## config.mk

```make
export PLATFORM = sky130hd
export DESIGN_NAME = instruction_fetch_flat
export DESIGN_NICKNAME = d
export VERILOG_FILES = /design/src/rtl/fetch_pkg.sv /design/src/rtl/instruction_fetch_if.sv /design/src/rtl/condition_unit.sv /design/src/rtl/instruction_fetch.sv /design/src/flat_wrapper.sv
export SDC_FILE = /design/constraint.sdc
export NUM_CORES = 2
export LEC_CHECK = 0
export ABC_AREA = 1
export BUFFER_PORTS_ARGS = -buffer_cell sky130_fd_sc_hd__buf_2
export CAP_MARGIN = 30
export CORE_AREA = 2 2 434 436
export DETAILED_ROUTE_END_ITERATION = 8
export DIE_AREA = 0 0 436 438
export HOLD_SLACK_MARGIN = 0.1
export PLACE_DENSITY = 0.6
export REMOVE_ABC_BUFFERS = 1
export SYNTH_ARGS = -nofsm -noshare
export SYNTH_HDL_FRONTEND = slang
export SYNTH_SLANG_ARGS = --single-unit
```

## constraint.sdc

```tcl
create_clock -name clk -period 6.3 [get_ports clk]
set_clock_uncertainty 0.1 [all_clocks]
set_input_delay 0.315 -clock clk [delete_from_list [all_inputs] [get_ports clk]]
set_output_delay 0.315 -clock clk [all_outputs]
set_load 0.02 [all_outputs]
```

## src/rtl/fetch_pkg.sv

```systemverilog
// Shared types for the fetch stage: run-control states, condition codes
// and the opcode that marks a condition (branch) instruction.
package fetch_pkg;

    typedef enum logic [1:0] {
        ST_IDLE = 2'd0,
        ST_RUN  = 2'd1,
        ST_HALT = 2'd2
    } fetch_state_t;

    // Condition codes evaluated against reg3 interpreted as signed 8-bit
    typedef enum logic [2:0] {
        CC_NEVER  = 3'b000,
        CC_EQ     = 3'b001,
        CC_LT     = 3'b010,
        CC_LE     = 3'b011,
        CC_ALWAYS = 3'b100,
        CC_NE     = 3'b101,
        CC_GE     = 3'b110,
        CC_GT     = 3'b111
    } cond_code_t;

    localparam logic [1:0] OP_COND = 2'b11;

endpackage

```

## src/rtl/instruction_fetch_if.sv

```systemverilog
// Bundle between the fetch stage and its surroundings: run control, program
// load port, register feedback and the instruction stream to Calculations.
interface instruction_fetch_if;
    import fetch_pkg::*;

    // Handshake: inst carries a real instruction exactly in cycles where
    // inst_valid is high; there is no ready, the consumer takes one per cycle.
    logic         start;
    logic         stop;
    logic         prog_we;
    logic [7:0]   prog_addr;
    logic [7:0]   prog_data;
    logic [7:0]   reg0;
    logic [7:0]   reg3;
    logic [7:0]   inst;
    logic         inst_valid;
    logic [7:0]   pc;
    logic         halted;
    fetch_state_t state;

    modport master (
        output start, stop, prog_we, prog_addr, prog_data, reg0, reg3,
        input  inst, inst_valid, pc, halted, state
    );

    modport slave (
        input  start, stop, prog_we, prog_addr, prog_data, reg0, reg3,
        output inst, inst_valid, pc, halted, state
    );

endinterface

```

## src/rtl/condition_unit.sv

```systemverilog
// Combinational branch-condition evaluator: decides whether a condition
// code holds for a signed 8-bit operand.
module condition_unit
    import fetch_pkg::*;
(
    input  logic [2:0] code,
    input  logic [7:0] value,
    output logic       take
);

    logic is_zero;
    logic is_neg;

    assign is_zero = (value == 8'h00);
    assign is_neg  = value[7];

    always_comb begin
        take = 1'b0;
        case (cond_code_t'(code))
            CC_NEVER:  take = 1'b0;
            CC_EQ:     take = is_zero;
            CC_LT:     take = is_neg;
            CC_LE:     take = is_neg | is_zero;
            CC_ALWAYS: take = 1'b1;
            CC_NE:     take = ~is_zero;
            CC_GE:     take = ~is_neg;
            CC_GT:     take = ~is_neg & ~is_zero;
            default:   take = 1'b0;
        endcase
    end

endmodule

```

## src/rtl/instruction_fetch.sv

```systemverilog
// Program store, program counter and run-control FSM feeding Calculations;
// condition instructions redirect the PC to reg0 with no delay slot.
module instruction_fetch
    import fetch_pkg::*;
#(
    parameter int DEPTH = 256
) (
    input logic                clk,
    input logic                rst,
    instruction_fetch_if.slave bus
);

    // DEPTH must stay 256: the 8-bit PC addresses the whole store and wraps.
    logic [7:0]   mem [DEPTH];
    fetch_state_t state;
    logic [7:0]   pc_q;
    logic [7:0]   fetched;
    logic         take;
    logic         jump;

    assign fetched = (state == ST_RUN) ? mem[pc_q] : 8'h00;

    condition_unit u_cond (
        .code  (fetched[2:0]),
        .value (bus.reg3),
        .take  (take)
    );

    assign jump = (fetched[7:6] == OP_COND) && take;

    // Store is deliberately not reset so a loaded program survives rst.
    always_ff @(posedge clk) begin
        if (rst && (state == ST_IDLE) && bus.prog_we) begin
            mem[bus.prog_addr] <= bus.prog_data;
        end
    end

    always_ff @(posedge clk) begin
        if (!rst) begin
            state <= ST_IDLE;
            pc_q  <= 8'h00;
        end else begin
            case (state)
                ST_IDLE: begin
                    if (bus.start) begin
                        state <= ST_RUN;
                        pc_q  <= 8'h00;
                    end
                end
                ST_RUN: begin
                    // stop outranks any jump or self-loop halt
                    if (bus.stop) begin
                        state <= ST_IDLE;
                    end else if (jump) begin
                        if (bus.reg0 == pc_q) begin
                            state <= ST_HALT;
                        end else begin
                            pc_q <= bus.reg0;
                        end
                    end else begin
                        pc_q <= pc_q + 8'd1;
                    end
                end
                ST_HALT: begin
                    if (bus.stop) begin
                        state <= ST_IDLE;
                    end
                end
                default: begin
                    state <= ST_IDLE;
                end
            endcase
        end
    end

    assign bus.inst       = fetched;
    assign bus.inst_valid = (state == ST_RUN);
    assign bus.pc         = pc_q;
    assign bus.halted     = (state == ST_HALT);
    assign bus.state      = state;

endmodule

```

## src/flat_wrapper.sv

```systemverilog
// flat-port wrapper written by rule: the top's interface ports become plain ports
module instruction_fetch_flat import fetch_pkg::*;
#(
    parameter int DEPTH = 256
)
  (clk, rst, bus_start, bus_stop, bus_prog_we, bus_prog_addr, bus_prog_data, bus_reg0, bus_reg3, bus_inst, bus_inst_valid, bus_pc, bus_halted, bus_state);
  instruction_fetch_if bus_i ();
  input logic clk;
  input logic rst;
  input wire logic [$bits(bus_i.start)-1:0] bus_start;
  input wire logic [$bits(bus_i.stop)-1:0] bus_stop;
  input wire logic [$bits(bus_i.prog_we)-1:0] bus_prog_we;
  input wire logic [$bits(bus_i.prog_addr)-1:0] bus_prog_addr;
  input wire logic [$bits(bus_i.prog_data)-1:0] bus_prog_data;
  input wire logic [$bits(bus_i.reg0)-1:0] bus_reg0;
  input wire logic [$bits(bus_i.reg3)-1:0] bus_reg3;
  output wire logic [$bits(bus_i.inst)-1:0] bus_inst;
  output wire logic [$bits(bus_i.inst_valid)-1:0] bus_inst_valid;
  output wire logic [$bits(bus_i.pc)-1:0] bus_pc;
  output wire logic [$bits(bus_i.halted)-1:0] bus_halted;
  output wire logic [$bits(bus_i.state)-1:0] bus_state;
  assign bus_i.start = bus_start;
  assign bus_i.stop = bus_stop;
  assign bus_i.prog_we = bus_prog_we;
  assign bus_i.prog_addr = bus_prog_addr;
  assign bus_i.prog_data = bus_prog_data;
  assign bus_i.reg0 = bus_reg0;
  assign bus_i.reg3 = bus_reg3;
  assign bus_inst = bus_i.inst;
  assign bus_inst_valid = bus_i.inst_valid;
  assign bus_pc = bus_i.pc;
  assign bus_halted = bus_i.halted;
  assign bus_state = bus_i.state;
  instruction_fetch #(.DEPTH(DEPTH)) u_core (.clk(clk), .rst(rst), .bus(bus_i));
endmodule
```

; Word level (Yosys, flattened, before mapping)
; Memory sizes are Yosys's and may differ from the RTL's. A register that Yosys moved wholly into a read port is not among the register bits.
; Cells that the tools add are included.
[op_classes]
addsub = 1
eq_ne = 17
reduce_logical = 9
n_bitwise = 4
mux = 17
[ops]
columns = operator, count
row1 = $mux 8, 7
row2 = $pmux 8 s2, 1
row3 = $eq 3x3->1 const B, 4
row4 = $mux 2, 5
row5 = $add 8x1->8 const B, 1
row6 = $eq 8x8->1, 1
row7 = $logic_not 8->1, 1
row8 = $pmux 1 s8, 1
row9 = $reduce_and 4->1, 2
row10 = $eq 3x2->1 const B, 2
row11 = $ne 2x2->1 const B, 3
row12 = $ne 3x2->1 const B, 2
row13 = $pmux 2 s3, 1
row14 = $eq 2x2->1 const B, 2
row15 = $eq 3x1->1 const B, 1
row16 = $logic_and 1x1->1, 3
row17 = $logic_not 3->1, 1
row18 = $ne 3x3->1 const B, 1
row19 = $eq 2x1->1 const B, 1
row20 = $logic_not 2->1, 1
row21 = $mux 1, 2
row22 = $not 1->1, 2
row23 = $reduce_bool 2->1, 1
row24 = $and 1x1->1, 1
row25 = $or 1x1->1, 1
[word_totals]
ramBits = 2048
ff_bits = 10
in_bits = 37
word_cells = 51
out_inout_bits = 20
n_memories = 1
[memory_table]
columns = memory, words, word_bits, read_ports, rd_ports_with_merged_regs, wr, line_no
row1 = u_core.mem, 256, 8, 1, 1, 1, instruction_fetch.sv:14  ; logic [7:0] mem [DEPTH];

; Longest topological paths before layout
[logic_depth]
ltp_word = 10
ltp_mapped = 21
ltp_nobuf = 18

; Hierarchy
; Synthesis repeated with hierarchy kept, for this count alone.
[hier_totals]
hier_cells = 6661
area_unflattened_um2 = 82842.0
[modules_own_cells]
columns = module, area_each_um2, cells_each, n_inst, seq_area_each_um2
row1 = instruction_fetch, 82754.4, 6640, 1, 61859.3
row2 = condition_unit, 87.6, 21, 1, 0.0

; Worst setup path after synthesis
; OpenSTA, ideal clock, no wires.
[synth_timing]
path_type = reg2out
start = register (tool-made name)
end = output port bus_inst[4]
stages_incl_launch_ff = 16
t_required_ns = 5.885
n_path_buf = 7
setup_slack_ns = 3.177
t_arrival_ns = 2.708
path_cell_list = dfxtp_1 buf_6 buf_6 buf_6 buf_6 buf_4 buf_4 clkbuf_1 o21ai_0 o22ai_1 nor2_1 o32ai_1 nor2_1 o22ai_1 nand2_1 a311oi_1
[synth_lines]
columns = element, line_no
row1 = "end, declared", flat_wrapper.sv:17  ; output wire logic [$bits(bus_i.inst)-1:0] bus_inst;

==> reports/results.txt <==
The run finished with clean final reports. The number of top-level pins is 57. The number of warnings issued by yosys is 0. Synthesis produced 6717 cells. Counting flops and latches in the post-synthesis netlist gives 2066.

The relative slew slack came out at 0.275. Setup repair after global routing left no endpoint under its margin. The number of nets in the layout came out at 6671. Dividing the detail-routed wire length by the instance count gives 25.3 um. The run gives 0.742 as the post-synthesis sequential area ratio. The placed wire-length estimate after detailed placement is 124000 um, and the pin count of the biggest net entering global routing is 231. The worst setup path is captured at an output pin. After clock tree synthesis, the clock-pin slew on the worst setup and hold paths is 0.06 ns.

The analysis attributes to net switching a power of 0.00600 W. Across the VDD grid, the largest voltage drop is 0.251 mV. The sum of routed wire length over all layers is 236000 um, and the die boundary height is 438 um.

Synthesized cell area: 83300 sq um. The fraction of the cycle the final worst path needs was 0.925; the number of failing hold endpoints at the final stage was 0. Using the TritonRoute via totals, the vias-per-cell ratio works out to 5.84.

Counting along the longest clock path gives a buffer depth of 3. After routing the design area is 92500 sq um. CTS placed an instance of sky130_fd_sc_hd__clkbuf_16 at the clock tree root. After detailed placement, the total cell area comes to 85500 sq um. The maximum level of the CTS H-tree is 4, and the weighted congestion reported at the end of routability-driven placement is 0.902. The routed layout has 54300 vias. The die area came out at 191000 sq um. Buffers added to address setup during post-CTS repair amount to 0. The tools report the number of pins with negative max-slew slack in the final report as 0.

The worst setup path is launched from a flop. Path type of the worst min-delay path: in2reg. The via count of the first global-routing pass is 51600, and the floorplan core area is 187000 sq um.

The data required time of the worst path is 5.88 ns, and the power density over the cells is 305 nW/um^2. The run gives 0.431 as the part of the total power dissipated in the clock network. Once the clock tree was built, the resizer swapped 0 gates to a different size. Leakage power total: 30.3 nW. Static timing analysis puts the maximum clock frequency at 172 MHz.

The type of the worst setup path was reg2out. The worst path in the final design needs a cycle of 5.83 ns, including I/O delays and setup. The die is 436 um wide.

Fraction of layout instances using a drive strength above 1: 0.0695. The highest fanout seen on the critical path is 230, and the critical path data arrival time is 5.41 ns. Counting instances, the worst hold path has a depth of 8.

The logs give 40 for the count of unique library cells instantiated by Yosys and 346000 um for the first-pass GRT wire length. The switching portion of total power is 0.212, and the share of the synthesized area in the top cell type is 0.738. The sequential fraction of design power was 0.535; the area overhead of the layout relative to synthesis was 11.1%. Setup violations remaining at the end of the flow were counted as 0. The clock latency at the later pin of the worst-skew pair was 0.86 ns; the setup slack on the worst flop-to-flop path was 0.82 ns. After detailed routing, the number of remaining DRC violations is 0. The average cell area after synthesis was 12.4 sq um. The combinational power share was 0.034; the global-route congestion overflow total was 0. The run gives 0.0283 W as the overall power. The worst register-to-register path has a depth of 20. TritonCTS built the clock tree. After floorplanning, the core was divided into 159 placement rows. The initial antenna violation count came out at 7. The slew at the pin closest to its max-slew limit is 1.09 ns. Internal power comes to 0.0223 W.

The tools report the count of maximum capacitance violations as 0. The tools report the total CTS buffers as 208. For the residual antenna-violating net count after detailed routing, the log shows 0.

The logs give 0.446 for the starting density of the core and 0.241 for the combined global-route utilization of all metal layers. In the post-synthesis netlist, the biggest area contributors are sky130_fd_sc_hd__edfxtp_1 (74%), sky130_fd_sc_hd__nand3_1 (5.5%), sky130_fd_sc_hd__nor2_1 (4.7%). The detailed router finished its first iteration with 6997 violations. sky130_fd_sc_hd__edfxtp_1 takes more of the synthesized area than any other cell.

Counting every sink on the clock net gives 2066. The iteration count of the initial detailed-routing pass was 6; the count of input and output buffers was 56.
[cells in the mapped netlist, drive strengths merged]
master and instances:
o22ai 359, a31oi 2, nor4 2, nor2 1039
clkinv 2, o21ai 734, or4 1, xor2 7
clkbuf 214, nor3 5, a21oi 20, nand2 1010
a211oi 1, inv 36, a311oi 3, edfxtp 2048
nand4 13, xnor2 7, nand3 914, o32ai 14
buf 267, dfxtp 18, ha 1
[what timing repair did]
action,4_1_cts,5_1_grt
endpoints found under the setup margin,0,0
hold buffers,30,0
hold endpoints to repair,734,0
[per-stage QoR]
step	utilization	setup WS, ns	instances	hold WS (ns)	setup TNS [ns]
finish	0.496	0.472	9304	0.193	0
CTS	0.496	0.673	9301	0.134	0
global route	0.496	0.380	9303	0.202	0
global placement	0.458	1.46	8886	0.452	0
floorplan	-	-35.64	6236	0.314	-923.46
detailed placement	0.458	1.63	8887	0.453	0
[cell usage in the layout, fill, tap and decap left out, drive strengths merged, types with 2 or more instances in the layout]
| cell | instances |
|---|---|
| edfxtp | 2048 |
| nor2 | 1039 |
| nand2 | 1010 |
| nand3 | 914 |
| o21ai | 734 |
| o22ai | 359 |
| clkbuf | 273 |
| buf | 157 |
| clkinv | 87 |
| inv | 41 |
| dlygate4sd3 | 30 |
| a21oi | 20 |
| bufinv | 19 |
| dfxtp | 18 |
| o32ai | 14 |
| nand4 | 13 |
| xor2 | 7 |
| xnor2 | 7 |
| nor3 | 5 |
| a311oi | 3 |
| diode | 2 |
| a31oi | 2 |
| nor4 | 2 |
| clkinvlp | 2 |
[cell families (layout without fill, tap and decap cells)]
group | count (synthesis) | in the layout | share of synthesized area
flops | 2066 | 2066 | 0.742
xor+xnor | 14 | 14 | 0.00147
fa+ha+maj | 1 | 1 | 0.000150
other cells | 0 | 2 | 0
compound gates | 1133 | 1133 | 0.0743
simple gates | 2984 | 2984 | 0.150
buf+inv | 519 | 609 | 0.0315
[path summary, 6_finish.rpt]
| path | startpoint | endpoint |
|---|---|---|
| worst min register to register | u_core.bus.pc[3] | flop |
| worst max register to register | flop | flop |
| worst min-delay path | bus_reg3[7] | flop |
| worst max-delay path | flop | bus_inst[5] |
[flip-flops by register name (all words and copies together), names as in the netlist, named ones only]
| register | count |
|---|---|
| u_core.bus.pc | 8 |
| u_core.bus.state | 2 |
| u_core.mem | 2048 |
[cell type report]
| type | instances | area (sq um) |
|---|---|---|
| Fill cell | 16200 | 94100 |
| Sequential cell | 2066 | 61900 |
| Multi-Input combinational cell | 4132 | 18900 |
| Clock buffer | 273 | 5510 |
| Tap cell | 2495 | 3120 |
| Timing Repair Buffer | 187 | 1800 |
| Clock inverter | 111 | 1160 |
| Inverter | 38 | 176 |
| Antenna cell | 2 | 5.00 |
[metal layers]
metal | part of all wire | track usage | vias to the layer above
li1 | - | - | 24300
met1 | 0.41 | 0.338 | 27200
met2 | 0.47 | 0.381 | 2375
met3 | 0.080 | 0.0386 | 408
met4 | 0.037 | 0.0936 | 2
met5 | 0.000055 | 0 | -
[power by group through the flow]
stage	registers (W)	logic [W]	clock network, W
2_1_floorplan	0.0155	0.000535	0
3_3_place_gp	0.0154	0.000925	0
3_5_place_dp	0.0154	0.000941	0
4_1_cts	0.0151	0.000955	0.0123
5_1_grt	0.0151	0.00104	0.0128
6_report	0.0151	0.000959	0.0122
[worst max-delay path, stage by stage, from the launching register on]
cell                       delay, ns
sky130_fd_sc_hd__dfxtp_4        0.44
sky130_fd_sc_hd__inv_16         0.51
sky130_fd_sc_hd__buf_4          0.38
sky130_fd_sc_hd__o21ai_0        0.10
sky130_fd_sc_hd__o22ai_1        0.14
sky130_fd_sc_hd__nor2_1         0.09
sky130_fd_sc_hd__o22ai_1        0.66
sky130_fd_sc_hd__o21ai_0        0.27
sky130_fd_sc_hd__o22ai_1        0.42
sky130_fd_sc_hd__a211oi_1       0.29
sky130_fd_sc_hd__a311oi_1       0.64
sky130_fd_sc_hd__buf_2          0.29
Power figures use the tool's default switching activity.
